$ cat src/rtl/edge_pad_handler.sv
// edge_pad_handler
//   Collects an FW x FH filtered image (the median filter output, which is
//   smaller than the full frame by MARGIN on each side) and re-emits it as an
//   IMAGE_WIDTH x IMAGE_HEIGHT frame with the border filled according to a
//   padding mode latched when the last filtered pixel is accepted.
//
// Ports
//   clk, rst_n          : clock (rising edge), async active-low reset
//   filtered_valid/ready/data : raster-order input stream (FW*FH pixels)
//   pad_mode            : 0/3 = zero, 1 = constant pad_value, 2 = replicate
//   pad_value           : constant used in mode 1
//   data_valid_out/ready_out/data_out : registered raster-order output stream
//   data_last           : high with pixel (IMAGE_HEIGHT-1, IMAGE_WIDTH-1)
//   frame_complete      : one-cycle pulse after the last pixel is accepted
//
// state   | meaning
// COLLECT | accept filtered pixels into the buffer
// OUTPUT  | emit the padded frame, one pixel per downstream handshake
// DONE    | pulse frame_complete, then back to COLLECT
module edge_pad_handler #(
  parameter int WINDOW_SIZE  = 3,
  parameter int IMAGE_WIDTH  = 8,
  parameter int IMAGE_HEIGHT = 8,
  parameter int PIXEL_WIDTH  = 8
) (
  input  logic                   clk,
  input  logic                   rst_n,
  input  logic                   filtered_valid,
  output logic                   filtered_ready,
  input  logic [PIXEL_WIDTH-1:0] filtered_data,
  input  logic [1:0]             pad_mode,
  input  logic [PIXEL_WIDTH-1:0] pad_value,
  output logic                   data_valid_out,
  input  logic                   data_ready_out,
  output logic [PIXEL_WIDTH-1:0] data_out,
  output logic                   data_last,
  output logic                   frame_complete
);

  localparam int MARGIN = (WINDOW_SIZE - 1) / 2;
  localparam int FW     = IMAGE_WIDTH - 2 * MARGIN;
  localparam int FH     = IMAGE_HEIGHT - 2 * MARGIN;
  localparam int NF     = FW * FH;
  localparam int CNT_W  = (NF > 1) ? $clog2(NF) : 1;
  localparam int ROW_W  = $clog2(IMAGE_HEIGHT);
  localparam int COL_W  = $clog2(IMAGE_WIDTH);

  localparam logic [CNT_W-1:0] CNT_MAX  = CNT_W'(NF - 1);
  localparam logic [CNT_W-1:0] FW_C     = CNT_W'(FW);
  localparam logic [ROW_W-1:0] ROW_LO   = ROW_W'(MARGIN);
  localparam logic [ROW_W-1:0] ROW_HI   = ROW_W'(IMAGE_HEIGHT - MARGIN - 1);
  localparam logic [ROW_W-1:0] ROW_LAST = ROW_W'(IMAGE_HEIGHT - 1);
  localparam logic [COL_W-1:0] COL_LO   = COL_W'(MARGIN);
  localparam logic [COL_W-1:0] COL_HI   = COL_W'(IMAGE_WIDTH - MARGIN - 1);
  localparam logic [COL_W-1:0] COL_LAST = COL_W'(IMAGE_WIDTH - 1);

  typedef enum logic [1:0] {
    COLLECT = 2'd0,
    OUTPUT  = 2'd1,
    DONE    = 2'd2
  } state_t;

  state_t                 state_q, state_d;
  logic [CNT_W-1:0]       count_q, count_d;
  logic [ROW_W-1:0]       out_row_q, out_row_d;
  logic [COL_W-1:0]       out_col_q, out_col_d;
  logic                   loaded_all_q, loaded_all_d;
  logic [1:0]             mode_q, mode_d;
  logic [PIXEL_WIDTH-1:0] pad_val_q, pad_val_d;
  logic                   dv_q, dv_d;
  logic [PIXEL_WIDTH-1:0] dout_q, dout_d;
  logic                   dlast_q, dlast_d;

  logic [PIXEL_WIDTH-1:0] buffer_q [NF];

  logic                   in_hs;
  logic                   out_hs;
  logic                   load;
  logic                   at_end;
  logic                   interior;
  logic [ROW_W-1:0]       rc;
  logic [COL_W-1:0]       cc;
  logic [CNT_W-1:0]       rd_idx;
  logic [PIXEL_WIDTH-1:0] pix;

  assign filtered_ready = (state_q == COLLECT);
  assign in_hs          = filtered_valid && filtered_ready;
  assign out_hs         = dv_q && data_ready_out;
  assign load           = (state_q == OUTPUT) && (!dv_q || data_ready_out) && !loaded_all_q;
  assign at_end         = (out_row_q == ROW_LAST) && (out_col_q == COL_LAST);

  assign data_valid_out = dv_q;
  assign data_out       = dout_q;
  assign data_last      = dlast_q;
  assign frame_complete = (state_q == DONE);

  // Clamping the coordinate into the interior gives the buffer address for
  // interior pixels and for replicate padding alike.
  always_comb begin
    rc = out_row_q;
    if (out_row_q < ROW_LO) rc = ROW_LO;
    else if (out_row_q > ROW_HI) rc = ROW_HI;
    cc = out_col_q;
    if (out_col_q < COL_LO) cc = COL_LO;
    else if (out_col_q > COL_HI) cc = COL_HI;
  end

  assign interior = (out_row_q >= ROW_LO) && (out_row_q <= ROW_HI) &&
                    (out_col_q >= COL_LO) && (out_col_q <= COL_HI);
  assign rd_idx   = CNT_W'(rc - ROW_LO) * FW_C + CNT_W'(cc - COL_LO);

  always_comb begin
    pix = '0;
    if (interior || mode_q == 2'd2) pix = buffer_q[rd_idx];
    else if (mode_q == 2'd1)        pix = pad_val_q;
  end

  always_comb begin
    state_d      = state_q;
    count_d      = count_q;
    out_row_d    = out_row_q;
    out_col_d    = out_col_q;
    loaded_all_d = loaded_all_q;
    mode_d       = mode_q;
    pad_val_d    = pad_val_q;
    dv_d         = dv_q;
    dout_d       = dout_q;
    dlast_d      = dlast_q;

    case (state_q)
      COLLECT: begin
        if (in_hs) begin
          if (count_q == CNT_MAX) begin
            count_d   = '0;
            mode_d    = pad_mode;
            pad_val_d = pad_value;
            state_d   = OUTPUT;
          end else begin
            count_d = count_q + CNT_W'(1);
          end
        end
      end
      OUTPUT: begin
        if (out_hs && dlast_q) begin
          dv_d         = 1'b0;
          dlast_d      = 1'b0;
          loaded_all_d = 1'b0;
          state_d      = DONE;
        end else if (load) begin
          dv_d    = 1'b1;
          dout_d  = pix;
          dlast_d = at_end;
          if (out_col_q == COL_LAST) begin
            out_col_d = '0;
            if (out_row_q == ROW_LAST) begin
              out_row_d    = '0;
              loaded_all_d = 1'b1;
            end else begin
              out_row_d = out_row_q + ROW_W'(1);
            end
          end else begin
            out_col_d = out_col_q + COL_W'(1);
          end
        end else if (out_hs) begin
          dv_d = 1'b0;
        end
      end
      DONE: begin
        state_d = COLLECT;
      end
      default: begin
        state_d = COLLECT;
      end
    endcase
  end

  always_ff @(posedge clk or negedge rst_n) begin
    if (!rst_n) begin
      state_q      <= COLLECT;
      count_q      <= '0;
      out_row_q    <= '0;
      out_col_q    <= '0;
      loaded_all_q <= 1'b0;
      mode_q       <= 2'd0;
      pad_val_q    <= '0;
      dv_q         <= 1'b0;
      dout_q       <= '0;
      dlast_q      <= 1'b0;
    end else begin
      state_q      <= state_d;
      count_q      <= count_d;
      out_row_q    <= out_row_d;
      out_col_q    <= out_col_d;
      loaded_all_q <= loaded_all_d;
      mode_q       <= mode_d;
      pad_val_q    <= pad_val_d;
      dv_q         <= dv_d;
      dout_q       <= dout_d;
      dlast_q      <= dlast_d;
    end
  end

  // Pixel storage carries no reset; a restarted frame overwrites it from 0.
  always_ff @(posedge clk) begin
    if (in_hs) buffer_q[count_q] <= filtered_data;
  end

endmodule

$ cat config.mk
export PLATFORM = sky130hd
export DESIGN_NAME = edge_pad_handler
export DESIGN_NICKNAME = d
export VERILOG_FILES = /design/src/rtl/edge_pad_handler.sv
export SDC_FILE = /design/constraint.sdc
export NUM_CORES = 1
export LEC_CHECK = 0
export ABC_AREA = 1
export CELL_PAD_IN_SITES_DETAIL_PLACEMENT = 0
export CELL_PAD_IN_SITES_GLOBAL_PLACEMENT = 1
export CORE_MARGIN = 4
export CORE_UTILIZATION = 55
export DETAILED_ROUTE_END_ITERATION = 10
export DONT_BUFFER_PORTS = 1
export PLACE_DENSITY = 0.95
export SETUP_SLACK_MARGIN = 0.5
export SLEW_MARGIN = 20
export SYNTH_ARGS = -nofsm -noshare
export SYNTH_HDL_FRONTEND = slang
export SYNTH_SLANG_ARGS = --single-unit
$ cat constraint.sdc
create_clock -name clk -period 6.7 [get_ports clk]
set_input_delay 1.675 -clock clk [delete_from_list [all_inputs] [get_ports clk]]
set_output_delay 1.675 -clock clk [all_outputs]
set_load 0.02 [all_outputs]
After elaboration in Yosys (flattened, before gate mapping)
Memory sizes are Yosys's and may differ from the RTL's. Index checks and enable logic that the tools add are counted.

Register bits after elaboration: 35. Bits in writable memories: 288. Bits of input ports: 22. Output and inout bits: 12. Logic and storage cells: 87. Memories: 1.

Memories: buffer_q (depth 36, bits a word 8, read ports 1, clocked after Yosys merged registers in 0, wr ports 1, line 74) `logic [PIXEL_WIDTH-1:0] buffer_q [NF];`.

Add/subtract/negate cells: 6. Multipliers: 1. Order comparisons: 8. Equal/unequal tests: 10. Multiplexer cells: 24. Bitwise logic cells: 1. Reduce and logical (&&, ||, !) cells: 26.

Operator list (number): 3-bit 2-to-1 mux (6); 8-bit 2-to-1 mux (2); 1-bit 2-to-1 mux (11); 1-bit logical AND (9); 3-bit AND reduction (3); 4-bit AND reduction (2); 3-bit by 1-bit subtractor with 4-bit output, second input constant (2); 3-bit by 1-bit adder with 3-bit output, second input constant (2); 6-bit by 1-bit adder with 6-bit output, second input constant (1); 6-bit adder (1); 3-bit == test, second input constant (2); 6-bit == test, second input constant (1); 3-bit by 1-bit greater-or-equal comparator with 1-bit output, second input constant (2); 3-bit > comparator, second input constant (2); 3-bit less-or-equal comparator, second input constant (2); 3-bit by 1-bit less-than comparator with 1-bit output, second input constant (2); 6-bit by 2-bit multiplier with 5-bit output, second input constant (1); 2-bit 2-to-1 mux (3); 6-bit 2-to-1 mux (1); 2-bit by 1-bit inequality test with 1-bit output, second input constant (3); 2-bit AND reduction (3); 2-bit nonzero test (3); 2-bit by 1-bit == test with 1-bit output, second input constant (2); 2-bit == test, second input constant (2); 6 further kinds (8).

Depth between registers and ports, before layout
An unclocked memory read counts as a cell.

Word-level depth: 8. Depth in mapped cells: 21. Depth with buffers taken out: 19.

Least setup slack after synthesis
No wires, ideal clock.

Path kind: register -> register. Start: register out_row_q[0]. End: register dout_q[1] (netlist: data_out[1]). Library setup time: 120 ps. Arrival: 3418 ps. Required time: 6580 ps. Path slack: 3162 ps. Stages on the path, launching flop included: 21. Path buffers: 1. Clock period less this slack: 3538 ps. Path through: dfrtp_1 > inv_1 > ha_1 > nor2_1 > o21ai_0 > inv_1 > ha_1 > xor2_1 > fa_1 > ha_1 > nand3_1 > nand3_1 > xnor2_2 > inv_1 > buf_2 > nand3_1 > nand3_1 > nand2_1 > nand2_1 > nand2_1 > a21oi_1.

Longest elaborated chain between the ends: 8. Elaborated cells between the ends (all ways): 15. Classes of those cells: add/sub: 2; mul: 1; order compare: 4; mux: 3; reduce/logical: 4; memory: 1.

Ends and longest elaborated chain: from (decl) (line 65) `logic [ROW_W-1:0] out_row_q, out_row_d;`; from (signal assigned) (line 192) `out_row_q <= out_row_d;`; 3-bit > comparator (line 102) `else if (out_row_q > ROW_HI) rc = ROW_HI;`; 3-bit 2-to-1 mux (line 102); 3-bit 2-to-1 mux (line 101) `if (out_row_q < ROW_LO) rc = ROW_LO;`; 3-bit by 1-bit subtractor with 4-bit output (line 110) `assign rd_idx = CNT_W'(rc - ROW_LO) * FW_C + CNT_W'(cc - COL_LO);`; 6-bit by 2-bit multiplier with 5-bit output (line 110); 6-bit adder (line 110); memory 36 x 8 bit; 8-bit 2-to-1 mux (*) (line 114) `if (interior || mode_q == 2'd2) pix = buffer_q[rd_idx];`; to (signal assigned) (line 198) `dout_q <= dout_d;`; to (decl) (line 71) `logic [PIXEL_WIDTH-1:0] dout_q, dout_d;`.

Every way passes the cells marked *; elsewhere a longest branch is shown, timed or not. A chain may end at the register's enable or synchronous reset.

Final worst setup path
Start: register out_row_q[0]. End: register dout_q[2] (netlist: data_out[2]).

The elaborated chain is that of the path after synthesis.

==> impl_metrics.tcl <==
set metrics [dict create \
    ys.warnings.count 0 \
    skew_ns 0.02096 \
    initial_utilization_pct 56.20 \
    min_path_type "register to register" \
    worstPathMaxFanout 17 \
    cts_tree "yes" \
    vias 10160 \
    cap_violations 0 \
    synth_cells 1402 \
    wirelength_um 36100 \
    dp_hpwl_um 22260 \
    worstMarginPinSlew_ns 1.006 \
    slew_violations 0 \
    drt-vias-per-instance 5.851 \
    dieHeight_um 171.4 \
    ys_seq_area_share_pct 64.85 \
    setup_viol 0 \
    drtIter0Drc 1066 \
    finalNetCount 1419 \
    synth.ff_latch_count 323 \
    setup_tns_ns 0 \
    root_buffer "clkbuf_16" \
    syn_area_um2 14690 \
    ant_nets 0 \
    drc 0 \
    whs_ns 0.4747 \
    start_kind "register" \
    gr-total-overflow 0 \
    hold_violations 0 \
    crit_family "adder cells" \
    grt_pass1_wl_um 56510 \
    place_ws_ns 2.144 \
    critPathRequiredTime_ns 7.14 \
    netlist.area_leader.share_pct 58.89 \
    critPathCaptureType "register" \
    syn_avg_cell_area_um2 10.47 \
    die-area_um2 29380 \
    io_buffers 0 \
    instances_no_fill 1736 \
    period_needed_ns 4.645 \
    grt_pass1_vias 9858 \
    grt_usage_pct 25.00 \
    path_buf_inv 3 \
    ctsHoldBuffers 0 \
    leakage_nw 6.578 \
    insertion_delay_ns 0.57 \
    rsz0062_at_grt "no" \
    cts.sinks 323 \
    timing.final.crit_share_pct 69.32 \
    place.gp.congestion 0.9695 \
    netlist.top_cell.by_area "edfxtp_1" \
    cts.clk_slew.worst_paths_ns 0.06 \
    die_w_um 171.4 \
    path_class "register to register" \
    ctsResizeCount 0 \
    peakVddDrop_mv 0.2305 \
    drt_first_pass_iters 6 \
    outcome "complete, no violations" \
    power_density_nw_per_um2 248.5 \
    cts_buffer_depth 3 \
    grt_max_degree 101 \
    num_antenna_cells 0 \
    slew_headroom_pct 32.93 \
    ys_types 30 \
    fillers 2118 \
    cts_inserted_buffers 31 \
    ioPinCount 34 \
    synthTopCellsByArea "edfxtp_1, nand3_1, dfrtp_1" \
    worst_path_max_delay_cell "xnor2_2" \
    cts_setup_buffers 0 \
    drive_gt1_share_pct 4.497 \
    worst_slack_ns 2.056 \
    max_clock_freq_mhz 215.3 \
    dp.cells 1678 \
    utilization_pct 60.94 \
    htreeDepth 1 \
    crit_chain "inv_1, ha_1, nor2_1, o21ai_0, inv_1, ha_1, xor2_1, fa_1, ha_1, nand3_1, nand3_1, xnor2_2, inv_1, nand3_1, nand3_1, nand2_1, nand2_1, nand2_1, a21oi_1" \
    path_common_cell "nand3_1" \
    arrival_ns 5.08 \
    wl_per_cell_um 20.80 \
    area_growth_syn_to_layout_pct 8.435 \
    num_rows 59 \
    critPathMaxStageDelay_ns 0.67 \
    grt_antenna_before_repair 0 \
    core_area_um2 26130 \
]
## cell type report
| class | instances | area (um2) | share of cell area, % |
|---|---|---|---|
| sequential | 323 | 9524 | 59.81 |
| multi-input combinational | 777 | 4001 | 25.13 |
| inverter | 233 | 874.6 | 5.492 |
| clock buffer | 38 | 802.0 | 5.037 |
| tap | 335 | 419.2 | 2.632 |
| clock inverter | 19 | 196.4 | 1.234 |
| timing repair buffer | 11 | 106.4 | 0.6679 |
## worst paths after layout
| kind | from | to | slack [ns] | cells past startpoint |
|---|---|---|---|---|
| min in group asynchronous | rst_n | count_q[5] | 0.80 | 0 |
| max reg2reg | out_row_q[0] | data_out[2] | 2.06 | 19 |
| min | pad_val_q[6] | pad_val_q[6] | 0.47 | 2 |
| max | out_row_q[0] | data_out[2] | 2.06 | 19 |
| max in group asynchronous | rst_n | out_col_q[2] | 5.81 | 0 |
| min reg2reg | pad_val_q[6] | pad_val_q[6] | 0.47 | 2 |
## through the flow
stage / total power, mW / area, um2
global route: 4.061 / 15920
global placement: 2.265 / 14890
finish: 3.957 / 15920
detailed placement: 2.266 / 14890
floorplan: 2.259 / 14690
CTS: 3.970 / 15890
## placed cells by master, fill, tap and decap left out, types with 2 or more instances in the layout
cell / count
nand3_1: 305
edfxtp_1: 288
inv_1: 231
nand2_1: 220
nand3b_1: 80
nor2_1: 73
dfrtp_1: 35
clkbuf_16: 31
o21ai_0: 30
ha_1: 17
a21oi_1: 13
o221ai_1: 9
buf_4: 9
xor2_1: 8
clkbuf_1: 7
clkinv_2: 6
clkinv_1: 6
nor3_1: 4
bufinv_16: 4
conb_1: 3
o22ai_1: 2
inv_2: 2
fa_1: 2
clkinvlp_4: 2
## registers in the layout (all words and copies together) (netlist names), 2 cells and up
register / count
data_out: 8
buffer_q: 288
out_col_q: 3
count_q: 6
mode_q: 2
pad_val_q: 8
state_q: 2
out_row_q: 3
## cell usage after synthesis
master and count:
nand3b_1 80, buf_4 1, xor2_1 8, clkbuf_1 21, fa_1 2, and3_1 1, a21oi_1 13, edfxtp_1 288
or2_2 1, nor4_1 1, dfrtp_1 35, o22ai_1 2, nand3_1 305, conb_1 1, nand3_2 1, o21ai_1 1
xnor2_2 1, inv_2 2, nand2_1 221, inv_1 231, o21ai_2 1, ha_1 18, a31oi_1 1, buf_1 11
o21ai_0 30, nor3_1 4, o221ai_1 9, nor2_1 73, a21o_1 1, buf_2 38
## kinds of logic (layout without fill, tap and decap cells)
| group | after synthesis | count (layout) | synth area share (%) |
|---|---|---|---|
| DFF | 323 | 323 | 64.85 |
| adders and majority gates | 20 | 20 | 1.806 |
| and+or+nand+nor | 687 | 687 | 22.33 |
| other | 1 | 3 | 0.02554 |
| AOI/OAI and AO/OA | 58 | 58 | 2.275 |
| xor gates and xnor gates | 9 | 9 | 0.5879 |
| buffers and inverters | 304 | 301 | 8.120 |
## worst register-to-register path, stage by stage, from the launching register on
cell and delay, ns:
dfrtp_1 0.41, inv_1 0.14, ha_1 0.17, nor2_1 0.06
o21ai_0 0.27, inv_1 0.14, ha_1 0.23, xor2_1 0.28
fa_1 0.49, ha_1 0.36, nand3_1 0.09, nand3_1 0.11
xnor2_2 0.67, inv_1 0.50, nand3_1 0.25, nand3_1 0.09
nand2_1 0.11, nand2_1 0.06, nand2_1 0.06, a21oi_1 0.05
## routing by layer
metal	track usage [%]	wire (um)	part of all wire [%]
met4	9.645	1503	4.2
met1	34.31	14210	39
met5	0	0	0
met2	39.53	16980	47
met3	5.470	3411	9.4
## power by group
part           total [mW]  internal (mW)  leakage, nW  switching, mW
clock network        1.73           1.00        0.484          0.734
logic              0.0309         0.0100         3.09         0.0209
registers            2.19           2.19         3.01              0
Power figures use the tool's default switching activity.
